<file path="src/rtl/bpsk_pkg.sv">
// Shared types and helpers for the BPSK transmit sequencer.
// Holds the FSM state enum, the counter width helper and the configuration check.
package bpsk_pkg;

    typedef enum logic [1:0] {
        IDLE,
        PREAMBLE,
        DATA,
        TAIL
    } state_e;

    // Bits needed to count 0..n-1 (at least one bit).
    function automatic int cnt_w(input int n);
        return (n > 1) ? $clog2(n) : 1;
    endfunction

    // Legal parameter set: offset inside one carrier period, the period
    // fits in the phase index, and at least one carrier cycle per symbol.
    function automatic bit cfg_ok(input int dw, input int wl,
                                  input int sh, input int cps);
        return (sh < wl) && (wl <= (1 << dw)) && (cps >= 1);
    endfunction

endpackage

</file>
<file path="src/rtl/bpsk_tx_sequencer_if.sv">
// Byte request handshake between an upstream requester and the sequencer.
// master: drives byte_in/byte_last/byte_valid; slave: drives byte_ready.
interface bpsk_tx_sequencer_if;

    logic [7:0] byte_in;
    logic       byte_last;
    logic       byte_valid;
    logic       byte_ready;

    modport master (
        output byte_in,
        output byte_last,
        output byte_valid,
        input  byte_ready
    );

    modport slave (
        input  byte_in,
        input  byte_last,
        input  byte_valid,
        output byte_ready
    );

endinterface

</file>
<file path="src/rtl/bpsk_carrier_nco.sv">
// Free-running carrier counter c and carrier-cycle counter k with symbol boundary flag.
// Ports: clock, reset (sync, high), c_next_o (next value of c), boundary_o (last clock of a symbol).
module bpsk_carrier_nco
    import bpsk_pkg::*;
#(
    parameter int WAVELENGTH        = 32,
    parameter int CYCLES_PER_SYMBOL = 4,
    parameter int CW                = cnt_w(WAVELENGTH)
) (
    input  logic          clock,
    input  logic          reset,
    output logic [CW-1:0] c_next_o,
    output logic          boundary_o
);

    localparam int KW = cnt_w(CYCLES_PER_SYMBOL);

    logic [CW-1:0] c_q, c_d;
    logic [KW-1:0] k_q, k_d;
    logic          c_wrap;
    logic          k_wrap;

    always_comb begin
        c_wrap = (c_q == CW'(WAVELENGTH - 1));
        k_wrap = (k_q == KW'(CYCLES_PER_SYMBOL - 1));
        c_d    = c_wrap ? '0 : c_q + 1'b1;
        k_d    = k_q;
        if (c_wrap) begin
            k_d = k_wrap ? '0 : k_q + 1'b1;
        end
    end

    always_ff @(posedge clock) begin
        if (reset) begin
            c_q <= '0;
            k_q <= '0;
        end else begin
            c_q <= c_d;
            k_q <= k_d;
        end
    end

    assign c_next_o   = c_d;
    assign boundary_o = c_wrap && k_wrap;

endmodule

</file>
<file path="src/rtl/bpsk_tx_sequencer.sv">
// Frames buffered bytes as preamble/data/tail symbols and emits BPSK table phase.
// Ports: clock, reset (sync, high), bus (byte handshake, slave), phase, data_bit,
// symbol_strobe, tx_active, underrun.
module bpsk_tx_sequencer
    import bpsk_pkg::*;
#(
    parameter int DATA_WIDTH        = 8,
    parameter int WAVELENGTH        = 32,
    parameter int SHIFT             = 16,
    parameter int CYCLES_PER_SYMBOL = 4,
    parameter int PREAMBLE_BITS     = 8,
    parameter int TAIL_SYMBOLS      = 2
) (
    input  logic                  clock,
    input  logic                  reset,
    bpsk_tx_sequencer_if.slave    bus,
    output logic [DATA_WIDTH-1:0] phase,
    output logic                  data_bit,
    output logic                  symbol_strobe,
    output logic                  tx_active,
    output logic                  underrun
);

    if (!cfg_ok(DATA_WIDTH, WAVELENGTH, SHIFT, CYCLES_PER_SYMBOL)) begin : g_bad_cfg
        $error("bpsk_tx_sequencer: illegal parameter set");
    end

    localparam int CW = cnt_w(WAVELENGTH);
    localparam int PW = DATA_WIDTH + 1;
    localparam int SN0 = (PREAMBLE_BITS > 8) ? PREAMBLE_BITS : 8;
    localparam int SN = (TAIL_SYMBOLS > SN0) ? TAIL_SYMBOLS : SN0;
    localparam int SW = cnt_w(SN);

    logic [CW-1:0]         c_d;
    logic                  boundary;

    bpsk_carrier_nco #(
        .WAVELENGTH        (WAVELENGTH),
        .CYCLES_PER_SYMBOL (CYCLES_PER_SYMBOL),
        .CW                (CW)
    ) u_nco (
        .clock      (clock),
        .reset      (reset),
        .c_next_o   (c_d),
        .boundary_o (boundary)
    );

    state_e                state_q, state_d;
    logic [SW-1:0]         sym_q, sym_d;
    logic [7:0]            sh_q, sh_d;
    logic                  last_q, last_d;
    logic                  bit_q, bit_d;
    logic [7:0]            buf_q;
    logic                  buf_last_q;
    logic                  buf_full_q;
    logic                  rdy_q;
    logic                  und_q, und_d;
    logic                  strb_q;
    logic [DATA_WIDTH-1:0] phase_q, phase_d;
    logic                  load;
    logic                  accept;
    logic [PW-1:0]         sum;

    assign bus.byte_ready = rdy_q && !buf_full_q;
    assign accept = bus.byte_valid && bus.byte_ready;

    always_comb begin
        state_d = state_q;
        sym_d   = sym_q;
        sh_d    = sh_q;
        last_d  = last_q;
        bit_d   = bit_q;
        und_d   = 1'b0;
        load    = 1'b0;
        if (boundary) begin
            unique case (state_q)
                IDLE: begin
                    bit_d = 1'b0;
                    if (buf_full_q) begin
                        state_d = PREAMBLE;
                        sym_d   = '0;
                        bit_d   = 1'b1;
                    end
                end
                PREAMBLE: begin
                    if (sym_q == SW'(PREAMBLE_BITS - 1)) begin
                        sym_d = '0;
                        if (buf_full_q) begin
                            load    = 1'b1;
                            state_d = DATA;
                            sh_d    = buf_q;
                            last_d  = buf_last_q;
                            bit_d   = buf_q[0];
                        end else begin
                            und_d   = 1'b1;
                            state_d = TAIL;
                            bit_d   = 1'b0;
                        end
                    end else begin
                        sym_d = sym_q + 1'b1;
                        // Next preamble index is even (bit 1) when this one is odd.
                        bit_d = sym_q[0];
                    end
                end
                DATA: begin
                    if (sym_q == SW'(7)) begin
                        sym_d = '0;
                        if (last_q) begin
                            state_d = TAIL;
                            bit_d   = 1'b0;
                        end else if (buf_full_q) begin
                            load   = 1'b1;
                            sh_d   = buf_q;
                            last_d = buf_last_q;
                            bit_d  = buf_q[0];
                        end else begin
                            und_d   = 1'b1;
                            state_d = TAIL;
                            bit_d   = 1'b0;
                        end
                    end else begin
                        sym_d = sym_q + 1'b1;
                        sh_d  = {1'b0, sh_q[7:1]};
                        bit_d = sh_q[1];
                    end
                end
                TAIL: begin
                    bit_d = 1'b0;
                    if (sym_q == SW'(TAIL_SYMBOLS - 1)) begin
                        sym_d = '0;
                        // Back-to-back frame: skip IDLE when a byte is waiting.
                        if (buf_full_q) begin
                            state_d = PREAMBLE;
                            bit_d   = 1'b1;
                        end else begin
                            state_d = IDLE;
                        end
                    end else begin
                        sym_d = sym_q + 1'b1;
                    end
                end
            endcase
        end
    end

    // Phase uses next-state c and bit so all three line up after the edge.
    always_comb begin
        sum = PW'(c_d) + (bit_d ? PW'(SHIFT) : PW'(0));
        if (sum >= PW'(WAVELENGTH)) begin
            phase_d = DATA_WIDTH'(sum - PW'(WAVELENGTH));
        end else begin
            phase_d = DATA_WIDTH'(sum);
        end
    end

    always_ff @(posedge clock) begin
        if (reset) begin
            state_q    <= IDLE;
            sym_q      <= '0;
            sh_q       <= '0;
            last_q     <= 1'b0;
            bit_q      <= 1'b0;
            buf_q      <= '0;
            buf_last_q <= 1'b0;
            buf_full_q <= 1'b0;
            rdy_q      <= 1'b0;
            und_q      <= 1'b0;
            strb_q     <= 1'b0;
            phase_q    <= '0;
        end else begin
            state_q <= state_d;
            sym_q   <= sym_d;
            sh_q    <= sh_d;
            last_q  <= last_d;
            bit_q   <= bit_d;
            rdy_q   <= 1'b1;
            und_q   <= und_d;
            strb_q  <= boundary && (state_d != IDLE);
            phase_q <= phase_d;
            if (load) begin
                buf_full_q <= 1'b0;
            end else if (accept) begin
                buf_full_q <= 1'b1;
                buf_q      <= bus.byte_in;
                buf_last_q <= bus.byte_last;
            end
        end
    end

    assign phase         = phase_q;
    assign data_bit      = bit_q;
    assign symbol_strobe = strb_q;
    assign tx_active     = (state_q != IDLE);
    assign underrun      = und_q;

endmodule
</file>
<file path="src/flat_wrapper.sv">
// flat-port wrapper written by rule: the top's interface ports become plain ports
module bpsk_tx_sequencer_flat import bpsk_pkg::*;
#(
    parameter int DATA_WIDTH        = 8,
    parameter int WAVELENGTH        = 32,
    parameter int SHIFT             = 16,
    parameter int CYCLES_PER_SYMBOL = 4,
    parameter int PREAMBLE_BITS     = 8,
    parameter int TAIL_SYMBOLS      = 2
)
  (clock, reset, phase, data_bit, symbol_strobe, tx_active, underrun, bus_byte_in, bus_byte_last, bus_byte_valid, bus_byte_ready);
  bpsk_tx_sequencer_if bus_i ();
  input  logic clock;
  input  logic reset;
  output logic [DATA_WIDTH-1:0] phase;
  output logic data_bit;
  output logic symbol_strobe;
  output logic tx_active;
  output logic underrun;
  input wire logic [$bits(bus_i.byte_in)-1:0] bus_byte_in;
  input wire logic [$bits(bus_i.byte_last)-1:0] bus_byte_last;
  input wire logic [$bits(bus_i.byte_valid)-1:0] bus_byte_valid;
  output wire logic [$bits(bus_i.byte_ready)-1:0] bus_byte_ready;
  assign bus_i.byte_in = bus_byte_in;
  assign bus_i.byte_last = bus_byte_last;
  assign bus_i.byte_valid = bus_byte_valid;
  assign bus_byte_ready = bus_i.byte_ready;
  bpsk_tx_sequencer #(.DATA_WIDTH(DATA_WIDTH), .WAVELENGTH(WAVELENGTH), .SHIFT(SHIFT), .CYCLES_PER_SYMBOL(CYCLES_PER_SYMBOL), .PREAMBLE_BITS(PREAMBLE_BITS), .TAIL_SYMBOLS(TAIL_SYMBOLS)) u_core (.clock(clock), .reset(reset), .bus(bus_i), .phase(phase), .data_bit(data_bit), .symbol_strobe(symbol_strobe), .tx_active(tx_active), .underrun(underrun));
endmodule
</file>
<file path="config.mk">
export PLATFORM = sky130hd
export DESIGN_NAME = bpsk_tx_sequencer_flat
export DESIGN_NICKNAME = d
export VERILOG_FILES = /design/src/rtl/bpsk_pkg.sv /design/src/rtl/bpsk_tx_sequencer_if.sv /design/src/rtl/bpsk_carrier_nco.sv /design/src/rtl/bpsk_tx_sequencer.sv /design/src/flat_wrapper.sv
export SDC_FILE = /design/constraint.sdc
export NUM_CORES = 1
export LEC_CHECK = 0
export BUFFER_PORTS_ARGS = -buffer_cell sky130_fd_sc_hd__buf_2
export CAP_MARGIN = 30
export CORE_ASPECT_RATIO = 0.8
export CORE_MARGIN = 1.5
export CORE_UTILIZATION = 55
export DETAILED_ROUTE_END_ITERATION = 10
export PLACE_DENSITY_LB_ADDON = 0.15
export SYNTH_ARGS = -nofsm -noshare
export SYNTH_HDL_FRONTEND = slang
export SYNTH_SLANG_ARGS = --single-unit
</file>
<file path="constraint.sdc">
create_clock -name clock -period 2.8 [get_ports clock]
set_input_delay 0.14 -clock clock [delete_from_list [all_inputs] [get_ports clock]]
set_output_delay 0.14 -clock clock [all_outputs]
set_load 0.01 [all_outputs]
</file>
==> results.md, run 1 <==
* Max-Cap Viols at 0
* Hold_buf cts at 0
* Largest net degree at the start of global routing at 36
* Layout Nets at 244
* Final setup fails at 0
* CP max-delay cell: ha_1
* Top layer in use: met4
* Synth area leader: dfxtp_1
* CP bufs+invs at 0
* Fillcell total at 269
* First-pass GRT wire length at approximately 5.5 mm
* DR vias at 1414
* GPL Wtd Cong at 0.820
* Hpwl dp at around 2.5 mm
* H-tree depth at 2
* Slew Viols, Final at 0
* Slew headroom at 0.573
* Core Area at ~3100 um^2
* Grt total ovfl at 0
* RSZ-0062 raised after global routing: false
* Max Freq at 0.418 GHz
* Setup ws final at 408 ps
* R2r startpoint: u_core.u_nco.c_q[0]
* Part of the cycle the worst path needs at 0.854
* Hold Slack at between 100 and 150 ps
* CTS Buf Count at 5
* Nature of the critical path endpoint: register
* Placed Cells at roughly 250
* Synth Flop Type: dfxtp_1
* Yosys top cell area share at 0.395
* Hold Path End: u_core.buf_q[0]
* I/O pin count at 25
* Detailed-route wire length per cell at about 13 um
* Die area at about 3700 um^2
* DRT Wirelength at between 3 and 4 mm
* Largest family of logic cells by synthesized area: simple AND/OR/NAND/NOR gates
* Setup Buffers After CTS at 0
* Synth Area in Simple Gates at 0.212
* Crit-path most repeated cell: ha_1
* Flops & latches, synth at 36
* Worst Path Required at 2990 ps
* Leakage power at 0.756 nW
* Later-pin clock latency in the skew report at 280 ps
* Top cells by area, synth: dfxtp_1 (39%), ha_1 (8.9%), a21oi_1 (4.9%)
* Layout Skew at 7.66 ps
* Pwr dens at between 400 and 500 nW/um^2
* Initial antenna violation count at 0
* Routed vias/inst at 5.44
* Adder-Cell Fraction of Synth Area at 0.0890
* R2r worst-path depth at 8
* Number of enable flip-flop cells after synthesis at 0
* Root buffer cell: clkbuf_8
* Mean Syn Cell Area at around 8.9 um^2
* Arr. time, crit path at 2580 ps
* Worst vdd ir at 442 uV
* Multiplexer area fraction after synthesis at 0.0233
* Util after Layout at 0.634
* Critical path startpoint category: register
* Routed length on met2 at 1.47 mm
* Clock slew at reported path FFs at 70 ps
* Number of I/O port buffers at 23
* Min Tclk post-route at ~2400 ps
* Layout Cells excl Fill at 260
* Post-place setup slack at 414 ps
* Initial Util at 0.584
* Kind of cell adding the most delay to the critical path: simple AND/OR/NAND/NOR gates
* # clock sinks at 36
* Post-CTS Resized at 0
* ANT nets after route at 0
* Pre-antenna DRT Iters at 4
* Met3 wire len at around 190 um
* Most frequent cells in the layout: dfxtp_1 (36), buf_2 (23), a21oi_1 (18)
* Yosys warns at 0
* M1 wire length at 1.75 mm
* CP cell instances: ha_1, and3_1, ha_1, nand3_4, nor3b_4, a21boi_4, nor2_1, a211oi_1
* Hold Fails Final Rpt at 0
* CTS max path bufs at 2
* Area grow syn2layout at 8.63%
* Reg-to-Reg End: u_core.sh_q[6]
* Setup CP Type: reg -> reg
* DRT iter0 DRCs at 72
* Share of layout cells above drive strength 1 at 0.177
* # rows at 18
* Mapped Area at 1830 um^2
* Global-route usage over all layers at 0.203
* Min-Delay Path Class: in -> reg
* Number of global-route vias before repair at between 1000 and 1500
* Post-synth ARST share at 0
* R2R Setup Slk at 410 ps
* TritonCTS clock tree: done
* CP max FO at 9
* Antenna cells at 0
* Crit path largest cell delay at approximately 410 ps
* Compound-Gate Fraction of Synth Area at 0.192
* WHS Path Cells at 3
* Synthesized instance count at 206
* Tightest Pin Transition at 640 ps
* Register area share after synthesis at 0.395
* Post-synthesis xor/xnor area fraction at 0.00959
* Worst Hold Launch: bus_byte_in[0]
* DIE HEIGHT at roughly 55 um
* Setup TNS at 0 ps
* Chip Width at 67.4 um
* Residual DRC count at 0
* Outcome: finished, final reports clean
* Most common cell after layout, fill and taps aside: dfxtp_1
* Synth unique cells at 46
worst max path at each step:
stage                              from              end  slack (ps)  cells after the start
floorplan           u_core.u_nco.c_q[0]  u_core.phase[4]         710                      9
global placement    u_core.u_nco.c_q[0]   u_core.sh_q[3]         580                      8
detailed placement  u_core.u_nco.c_q[0]   u_core.sh_q[5]         410                      8
CTS                 u_core.u_nco.c_q[0]   u_core.sh_q[6]         380                      8
global route        u_core.u_nco.c_q[0]   u_core.sh_q[5]         200                      8
finish              u_core.u_nco.c_q[0]   u_core.sh_q[6]         410                      8
power breakdown:
group / internal, W / total (W) / switching [W]
Sequential: 0.000524 / 0.000536 / 0.0000121
Combinational: 0.0000238 / 0.0000581 / 0.0000342
Clock: 0.000196 / 0.000370 / 0.000174
Total: 0.000744 / 0.000964 / 0.000220
metal layers:
| layer | vias up | track usage |
|---|---|---|
| met5 | - | 0 |
| met4 | 0 | 0.0408 |
| met3 | 2 | 0.0556 |
| met2 | 42 | 0.333 |
| met1 | 624 | 0.271 |
| li1 | 746 | - |
synth_stat cells, types with 3 or more instances:
master / n
dfxtp_1: 36
a21oi_1: 18
nor2_1: 17
nand2_1: 14
ha_1: 13
nand3_1: 13
inv_1: 9
a211oi_1: 8
buf_4: 7
o21ai_0: 7
clkbuf_1: 6
nand3b_1: 6
nor2b_1: 4
nor3_1: 4
nand2b_1: 3
area by class of cell:
class | count | area [um^2] | area share
Multi-Input combinational cell | 143 | 968 | 0.488
Inverter | 10 | 37.5 | 0.0189
Sequential cell | 36 | 721 | 0.363
Clock buffer | 6 | 82.6 | 0.0416
Clock inverter | 2 | 10.0 | 0.00504
Timing Repair Buffer | 23 | 115 | 0.0580
Tap cell | 40 | 50.0 | 0.0252
worst register-to-register path, stage by stage, from the launching register on:
cell and delay [ps]:
dfxtp_1 380, ha_1 210, and3_1 170, ha_1 410
nand3_4 140, nor3b_4 390, a21boi_4 320, nor2_1 60
a211oi_1 220
sequential cells by signal (all words and copies together) (netlist names), 2 cells and up:
register,flops
u_core.buf_q,8
u_core.sh_q,7
u_core.u_nco.c_q,5
u_core.sym_q,3
u_core.phase,2
u_core.state_q,2
u_core.u_nco.k_q,2
metrics by stage:
step,total power [W],cell area (um^2)
global placement,0.000602,1890
CTS,0.000974,1980
global route,0.00101,1980
finish,0.000964,1980
floorplan,0.000592,1830
detailed placement,0.000606,1890
logic make-up (layout without fill, tap and decap cells):
group                    Yosys count  in the layout
buffers and inverters             28             41
flip-flops                        36             36
AND/OR/NAND/NOR                   71             71
other                              1              2
AO/OA/AOI/OAI                     51             51
adder cells (fa/ha/maj)           13             13
XOR/XNOR                           2              2
multiplexers                       4              4
No activity file was read; power rests on OpenSTA's default activity.
==> run 2, diff against run 1 <==
--- a/config.mk
+++ b/config.mk
@@ -11,7 +11,7 @@
 export CORE_MARGIN = 1.5
 export CORE_UTILIZATION = 55
 export DETAILED_ROUTE_END_ITERATION = 10
-export PLACE_DENSITY_LB_ADDON = 0.15
+export PLACE_DENSITY = 0.77
 export SYNTH_ARGS = -nofsm -noshare
 export SYNTH_HDL_FRONTEND = slang
 export SYNTH_SLANG_ARGS = --single-unit
==> run 2 against run 1 <==
  * Clock-buffer cell count unchanged
  * Sequential share of layout area unchanged
  * Critical path depth unchanged
  * Non-clock buffer count unchanged
  * Sequential power about the same
  * Register-to-register slack got worse by 30 ps
  * First-iteration DRC count increased by 33%
  * Flip-flop and latch count unchanged
  * Via count increased by 6.5%
  * Core utilization unchanged
  * Clock skew decreased by 2.8 ps
  * Highest routed layer unchanged
==> results.md, run 2 (same netlist as run 1, synthesis figures left out) <==
* Outcome: finished, final reports clean
* Fin area at 1980 um^2
* Biggest regs: u_core.buf_q (8), u_core.sh_q (7), u_core.u_nco.c_q (5)
* Max reg flops at 8
* Cell Int Power at 0.000744 W
* # rows at 18
* I/O pin count at 25
* Later-pin clock latency in the skew report at 280 ps
* Layout Cells excl Fill at 260
* Nature of the critical path endpoint: register
* Largest net degree at the start of global routing at 36
* Worst vdd ir at approximately 390 uV
* Leakage power at 0.756 nW
* Routed vias/inst at 5.79
* Tightest Pin Transition at 621 ps
* Clock power frac at 0.386
* Setup CP Type: reg -> reg
* # clock sinks at 36
* Min Tclk post-route at 2420 ps
* RSZ-0062 raised after global routing: false
* Post-CTS Resized at 0
* Hold Fails Final Rpt at 0
* Comb pwr share at 0.060
* Pre-antenna DRT Iters at 4
* Max-Cap Viols at 0
* Most common cell after layout, fill and taps aside: dfxtp_1
* Residual DRC count at 0
* ANT nets after route at 0
* Root buffer cell: clkbuf_8
* Die area at about 3700 um^2
* Max Freq at about 0.41 GHz
* Pwr dens at ~490 nW/um^2
* First-pass GRT wire length at 5.73 mm
* Slew Viols, Final at 0
* Final setup fails at 0
* Min-Delay Path Class: in -> reg
* Critical path startpoint category: register
* Switch Pwr at 0.000224 W
* H-tree depth at 2
* Antenna cells at 0
* Hpwl dp at roughly 2.5 mm
* Slew headroom at 0.585
* CP max FO at 9
* Core Area at about 3100 um^2
* Reg power frac at 0.554
* Initial Util at 0.584
* Global-route usage over all layers at 0.214
* TritonCTS clock tree: done
* Chip Width at 67.4 um
* Detailed-route wire length per cell at 13.4 um
* Hold_buf cts at 0
* Setup Buffers After CTS at 0
* Placed Instance Area at between 1500 and 2000 um^2
* Initial antenna violation count at 0
* Share of layout cells above drive strength 1 at 0.177
* Placed Cells at ~250
* Sw Ratio at 0.231
* CTS max path bufs at 2
* DRT iter0 DRCs at 96
* R2R Setup Slk at between 300 and 400 ps
* Most frequent cells in the layout: dfxtp_1 (36), buf_2 (23), a21oi_1 (18)
* CTS Buf Count at 5
* Largest register by flop count: u_core.buf_q
* Arr. time, crit path at about 2600 ps
* Clock slew at reported path FFs at 70 ps
* DIE HEIGHT at 54.5 um
* GPL Wtd Cong at ~0.81
* Layout Nets at 244
* Setup TNS at 0 ps
* Area grow syn2layout at 8.63%
* Part of the cycle the worst path needs at 0.865
* DR vias at roughly 1500
* DRT Wirelength at 3.48 mm
* Worst Path Required at around 3000 ps
* Grt total ovfl at 0
* Layout Skew at 4.89 ps
* Number of global-route vias before repair at 1296
* Hold Slack at slightly above 100 ps
* Number of I/O port buffers at 23
[run 2: cell counts in the layout (fill, tap and decap cells not counted)]
No cell type changed its count.
[run 2: final cells by class]
cell class              count  area, um^2
clock buffers               6        82.6
clock inverters             2        10.0
fillers                   271        1150
inverters                  10        37.5
multi-input cells         143         968
flip-flops and latches     36         721
well taps                  40        50.0
repair buffers             23         115
[run 2: power groups by stage]
stage | sequential (W) | combinational (W) | clock, W
after floorplan | 0.000542 | 0.0000506 | 0
after global placement | 0.000547 | 0.0000551 | 0
after detailed placement | 0.000548 | 0.0000575 | 0
final | 0.000537 | 0.0000576 | 0.000374
after CTS | 0.000537 | 0.0000578 | 0.000382
after global routing | 0.000539 | 0.0000649 | 0.000408
[run 2: critical path: stages (launching register included)]
cell	delay, ps
dfxtp_1	380
ha_1	200
and3_1	170
ha_1	410
nand3_4	130
nor3b_4	380
a21boi_4	320
nor2_1	70
a211oi_1	250
[run 2: worst paths after layout]
check	cells after the start	to	from
hold / removal	3	u_core.buf_last_q	bus_byte_last
setup reg to reg	8	u_core.sh_q[4]	u_core.u_nco.c_q[0]
setup / recovery	8	u_core.sh_q[4]	u_core.u_nco.c_q[0]
hold reg to reg	2	u_core.buf_q[4]	u_core.buf_q[4]
[run 2: through the flow]
| stage | util | setup WS [ps] | total power, W |
|---|---|---|---|
| 2_1_floorplan | - | 707 | 0.000592 |
| 3_3_place_gp | 0.604 | 575 | 0.000602 |
| 3_5_place_dp | 0.604 | 408 | 0.000606 |
| 4_1_cts | 0.634 | 361 | 0.000976 |
| 5_1_grt | 0.634 | 201 | 0.00101 |
| 6_report | 0.634 | 379 | 0.000968 |
[run 2: metal layers]
layer	wire, um	vias up	GRT usage	part of all wire
li1	-	744	-	-
met1	1630	696	0.271	0.47
met2	1610	64	0.337	0.46
met3	226	2	0.0823	0.065
met4	15	0	0.0714	0.0043
met5	0	-	0	0
